===== src/rtl/axsub_pkg.sv =====
// Shared types for the digit-serial approximate subtractor: cell mode and
// controller state encodings, plus a decoder that folds the reserved mode onto EXACT.
package axsub_pkg;

    typedef enum logic [1:0] {
        EXACT = 2'd0,
        AX1   = 2'd1,
        AX2   = 2'd2
    } mode_e;

    typedef enum logic [1:0] {
        IDLE = 2'd0,
        BUSY = 2'd1,
        DONE = 2'd2
    } state_e;

    function automatic mode_e decode_mode(input logic [1:0] raw);
        case (raw)
            2'd1:    return AX1;
            2'd2:    return AX2;
            default: return EXACT;
        endcase
    endfunction

endpackage


===== src/rtl/axsub_cell.sv =====
// One-bit subtractor cell: exact full subtractor, or one of the two
// approximate variants when approx is set.
import axsub_pkg::*;

module axsub_cell (
    input  logic  x,
    input  logic  y,
    input  logic  bin,
    input  logic  approx,
    input  mode_e mode,
    output logic  diff,
    output logic  bout
);

    logic t;
    assign t = x ^ y;

    always_comb begin
        diff = t ^ bin;
        bout = t ? y : bin;
        if (approx) begin
            case (mode)
                AX1:     diff = t | bin;
                AX2:     bout = t ^ bin;
                default: ;
            endcase
        end
    end

endmodule


===== src/rtl/axsub_ds.sv =====
// Digit-serial W-bit subtractor with a configurable number of approximate LSBs.
// One D-bit digit is resolved per BUSY cycle; the result is held until out_ready.
import axsub_pkg::*;

module axsub_ds #(
    parameter int W  = 16,
    parameter int D  = 4,
    parameter int KW = $clog2(W + 1)
) (
    input  logic          clk,
    input  logic          rst,
    input  logic          in_valid,
    output logic          in_ready,
    input  logic [W-1:0]  a,
    input  logic [W-1:0]  b,
    input  logic          bin,
    input  logic [1:0]    mode,
    input  logic [KW-1:0] k,
    output logic          out_valid,
    input  logic          out_ready,
    output logic [W-1:0]  diff,
    output logic          bout
);

    localparam int N  = W / D;
    localparam int JW = (N > 1) ? $clog2(N) : 1;
    localparam int BW = (W > 1) ? $clog2(W) : 1;

    generate
        if ((D > W) || ((W % D) != 0)) begin : g_bad_param
            $error("axsub_ds: W must be a non-zero multiple of D with D <= W");
        end
    endgenerate

    state_e        state_q, state_d;
    logic [W-1:0]  a_q, b_q, diff_q;
    mode_e         mode_q;
    logic [KW-1:0] k_eff_q;
    logic          borrow_q, bout_q;
    logic [JW-1:0] digit_q;

    logic          accept, last_digit;
    logic [KW-1:0] k_eff;
    logic [BW-1:0] base;
    logic [D-1:0]  a_dig, b_dig, dig_diff, approx;
    logic [D:0]    chain;

    assign k_eff = (32'(k) > 32'(W)) ? KW'(W) : k;

    // Bit position of the current digit's LSB; selects operand slices and the cell mask.
    assign base       = BW'(digit_q) * BW'(D);
    assign last_digit = (digit_q == JW'(N - 1));
    assign a_dig      = a_q[base +: D];
    assign b_dig      = b_q[base +: D];
    assign chain[0]   = borrow_q;

    generate
        for (genvar gi = 0; gi < D; gi++) begin : g_cell
            assign approx[gi] = (32'(base) + 32'(gi)) < 32'(k_eff_q);

            axsub_cell u_cell (
                .x      (a_dig[gi]),
                .y      (b_dig[gi]),
                .bin    (chain[gi]),
                .approx (approx[gi]),
                .mode   (mode_q),
                .diff   (dig_diff[gi]),
                .bout   (chain[gi+1])
            );
        end
    endgenerate

    always_comb begin
        state_d   = state_q;
        in_ready  = 1'b0;
        out_valid = 1'b0;
        accept    = 1'b0;
        case (state_q)
            IDLE: begin
                in_ready = 1'b1;
                if (in_valid) begin
                    accept  = 1'b1;
                    state_d = BUSY;
                end
            end
            BUSY: begin
                if (last_digit) state_d = DONE;
            end
            DONE: begin
                out_valid = 1'b1;
                if (out_ready) state_d = IDLE;
            end
            default: state_d = IDLE;
        endcase
    end

    always_ff @(posedge clk) begin
        if (rst) begin
            state_q  <= IDLE;
            a_q      <= '0;
            b_q      <= '0;
            mode_q   <= EXACT;
            k_eff_q  <= '0;
            borrow_q <= 1'b0;
            digit_q  <= '0;
            diff_q   <= '0;
            bout_q   <= 1'b0;
        end else begin
            state_q <= state_d;
            if (accept) begin
                a_q      <= a;
                b_q      <= b;
                mode_q   <= decode_mode(mode);
                k_eff_q  <= k_eff;
                borrow_q <= bin;
                digit_q  <= '0;
            end else if (state_q == BUSY) begin
                diff_q[base +: D] <= dig_diff;
                borrow_q          <= chain[D];
                if (last_digit) begin
                    bout_q  <= chain[D];
                    digit_q <= '0;
                end else begin
                    digit_q <= digit_q + JW'(1);
                end
            end
        end
    end

    assign diff = diff_q;
    assign bout = bout_q;

endmodule


===== config.mk =====
export PLATFORM = sky130hd
export DESIGN_NAME = axsub_ds
export DESIGN_NICKNAME = d
export VERILOG_FILES = /design/src/rtl/axsub_pkg.sv /design/src/rtl/axsub_cell.sv /design/src/rtl/axsub_ds.sv
export SDC_FILE = /design/constraint.sdc
export NUM_CORES = 1
export LEC_CHECK = 0
export ABC_AREA = 1
export BUFFER_PORTS_ARGS = -buffer_cell sky130_fd_sc_hd__buf_2
export CELL_PAD_IN_SITES_DETAIL_PLACEMENT = 0
export CELL_PAD_IN_SITES_GLOBAL_PLACEMENT = 1
export CORE_MARGIN = 3
export CORE_UTILIZATION = 35
export DETAILED_ROUTE_END_ITERATION = 7
export MAX_ROUTING_LAYER = met4
export PLACE_DENSITY = 0.75
export SLEW_MARGIN = 20
export SYNTH_ARGS = -nofsm -noshare
export SYNTH_HDL_FRONTEND = slang
export SYNTH_SLANG_ARGS = --single-unit

===== constraint.sdc =====
create_clock -name clk -period 2.26 [get_ports clk]
set_input_delay 0.113 -clock clk [delete_from_list [all_inputs] [get_ports clk]]
set_output_delay 0.113 -clock clk [all_outputs]
set_load 0.02 [all_outputs]

==> flow_summary_export.csv <==
group,metric,value,unit
yosys,synth-seq-cells,61,
place,globalplace.congestion,0.845,
cts,insertion_delay,0.34,ns
critical_path,crit_top_cell,"nand4_1",
critical_path,slowest_stage,"dfxtp_4",
yosys,synth_common_cells,"nand2_1 (140), dfxtp_1 (61), nand3_1 (51)",
job,drv_cap,0,
timing,rsz0062_at_grt,"true",
cells_and_area,fin_nets,603,
min_path,worstHoldStart,"k[0]",
global_route,grt_pass1_vias,3088,
timing,hold_ws,0.0212,ns
cts,clk_pin_slew,0.07,ns
yosys,synth_edf_count,0,
route,drt_iter0_markers,88,
yosys,synth_ff_type,"dfxtp_1",
yosys,syn-instance-count,434,
cells_and_area,fillers,844,
cts,cts_buffers,9,
timing,finalMaxSlewViolations,0,
route,drtAntennaViolNets,0,
critical_path,crit_chain,"buf_12, nand2_4, nand2_2, nand2_1, nand2_1, nand2_2, and2_4, ha_4, nand4_1, nand4_1, nand4_1, nand2_2, nand4_1, buf_4, nand3_1, a21oi_1",
route,routed_wl,8110,um
min_path,hold_end,"k_eff_q[0]",
cells_and_area,design_area,0.00420,mm^2
pwr,p_per_area,641,mW/mm^2
critical_path,r2r_slack,0.009,ns
global_route,grt_usage,18.2,%
timing,max_freq,0.444,GHz
floorplanning,num_rows,33,
yosys,avgSynthCellArea,6.93,um^2
critical_path,worst_ep_arrival_time,2.46,ns
critical_path,start_kind,"flop",
critical_path,regToRegStartpoint,"digit_q[0]",
yosys,synth-async-reset-ratio,0,%
timing,hold_viol,0,
pwr,total_power,0.00269,W
floorplanning,fp.coreArea,0.00830,mm^2
yosys,yosysMostFrequentCell,"nand2_1",
cts,cts_tree,"yes",
min_path,holdCritPathClass,"in2reg",
floorplanning,initial_core_util,36.2,%
cts,clkSinkCount,61,
yosys,yosysTopAreaCell,"dfxtp_1",
yosys,synth_cell_types,36,
route,vias,3129,
route,drc,0,
timing,fin_skew,0.00840,ns
place,io_buffer_count,62,
yosys,yosys-top-cells-area,"dfxtp_1 (41%), nand2_1 (17%), nand3_1 (8.5%)",
critical_path,crit_type,"reg2reg",
critical_path,cp-end-kind,"flop",
critical_path,critPathMaxStageDelay,0.39,ns
yosys,synth.cell_area,0.00301,mm^2
min_path,holdPathStages,3,
cts,cts_max_path_buffers,2,
route,via_per_inst,4.76,
global_route,grt_pass1_wl,14000,um
outcome,status,"complete, no violations",
route,firstDrtPassIters,4,
yosys,synth_fp_nets,488,
critical_path,crit_buf_inv,2,
cells_and_area,area_growth,39.5,%
cells_and_area,multi_input_area,0.00164,mm^2
floorplanning,die_h,98.7,um
floorplanning,dieWidth,98.7,um
cells_and_area,diodes,0,
timing,tightest_slew,0.498,ns
cells_and_area,layout.area.seq,0.00123,mm^2
critical_path,required,2.47,ns
route,wl_per_cell,12.3,um
place,place_area,0.00354,mm^2
pwr,p_leak,2.03,nW
floorplanning,pin_count,63,
global_route,grt-ovfl-total,0,
global_route,grt_max_degree,38,
yosys,yosysWarnings,0,
critical_path,r2r-end,"diff[3]",
place,dpl.hpwl,5620,um
pwr,vdd_ir_drop_max,0.253,mV
timing,slew_headroom,66.7,%
critical_path,worstPathMaxFanout,6,
timing,fin_tns_setup,0,ns
cells_and_area,fin_util,50.6,%
timing,fin_crit_sh,99.6,%
yosys,yosysSeqAreaShare,40.6,%
timing,setup_viol,0,
global_route,grt_antenna_before_repair,0,
cts,cts_root_buf,"clkbuf_8",
critical_path,crit_family,"simple AND/OR/NAND/NOR gates",
yosys,synth_top_cell_area_share,40.6,%
cells_and_area,drive_above_1_share,25.7,%
floorplanning,dieArea,0.00974,mm^2
critical_path,r2r_cells,16,
timing,min_period,2.25,ns
cts,cts.htree.levels,3,
per-stage QoR:
step,instances,worst slack (ns)
finish,658,0.00895
detailed placement,604,-0.0432
CTS,656,-0.00358
floorplan,434,0.0270
global placement,604,-0.0122
global route,658,-0.213
kinds of logic after synthesis:
| family | after synthesis | share of synthesized area, % |
|---|---|---|
| buffers and inverters | 60 | 8.11 |
| xor gates and xnor gates | 3 | 1.12 |
| DFF | 61 | 40.6 |
| AOI/OAI and AO/OA | 51 | 9.24 |
| adders and majority gates | 10 | 4.16 |
| and+or+nand+nor | 249 | 36.8 |
state kept, by name, indices dropped and copies added (netlist names):
name      cells
borrow_q      1
state_q       2
digit_q       2
bout          1
diff         16
mode_q        2
k_eff_q       5
a_q          16
b_q          16
worst max-delay path by stage:
stage,startpoint,endpoint,slack (ns),cells past startpoint
floorplan,digit_q[1],diff[7],0.03,17
global placement,digit_q[1],diff[15],-0.01,17
detailed placement,digit_q[1],diff[15],-0.04,16
CTS,digit_q[1],diff[15],-0.004,16
global route,digit_q[0],diff[7],-0.21,18
finish,digit_q[0],diff[3],0.009,16
routing by layer:
metal | up-vias | track usage [%] | share of wire (%)
li1 | 1644 | - | -
met1 | 1418 | 22.3 | 47
met2 | 54 | 30.1 | 48
met3 | 13 | 3.11 | 3.2
met4 | 0 | 6.51 | 1.4
met5 | - | - | 0
worst reg2reg max path, stage by stage (launching register included):
cell and delay, ns:
dfxtp_4 0.39, buf_12 0.14, nand2_4 0.06, nand2_2 0.06
nand2_1 0.04, nand2_1 0.08, nand2_2 0.06, and2_4 0.14
ha_4 0.27, nand4_1 0.10, nand4_1 0.18, nand4_1 0.11
nand2_2 0.10, nand4_1 0.11, buf_4 0.16, nand3_1 0.07
a21oi_1 0.06
where the power goes:
group | total, W | internal [W] | switching, W | leakage [nW]
Combinational | 0.000597 | 0.000268 | 0.000329 | 1.44
Clock | 0.000925 | 0.000497 | 0.000428 | 0.0919
Sequential | 0.00117 | 0.00113 | 0.0000343 | 0.499
cells in the final DEF (no fill, tap or decap), types with 5 or more instances in the layout:
cell,instances
dfxtp_1,59
clkbuf_8,9
inv_1,37
o21ai_1,5
nand2_1,129
ha_1,8
a21oi_1,18
nand3_1,49
nand3_2,6
nand4_1,14
buf_4,26
buf_2,62
dlygate4sd3_1,33
nor2_1,25
o21ai_0,17
nand2_2,10
o22ai_1,5
cell type report:
cell class | count | share of cell area (%)
clock inverters | 5 | 1.25
repair buffers | 122 | 20.4
flip-flops and latches | 61 | 29.2
multi-input cells | 313 | 39.1
well taps | 105 | 3.13
clock buffers | 10 | 3.04
inverters | 42 | 3.88
timing repair:
action / in CTS / in global routing
gates resized for setup: 13 / 16
setup endpoints to repair: 11 / 16
hold buffers: 33 / 0
pin swaps: 11 / 11
setup buffers: 4 / 2
endpoints found under the hold margin: 33 / 0
Note: power is estimated with default switching activity, not from simulation.
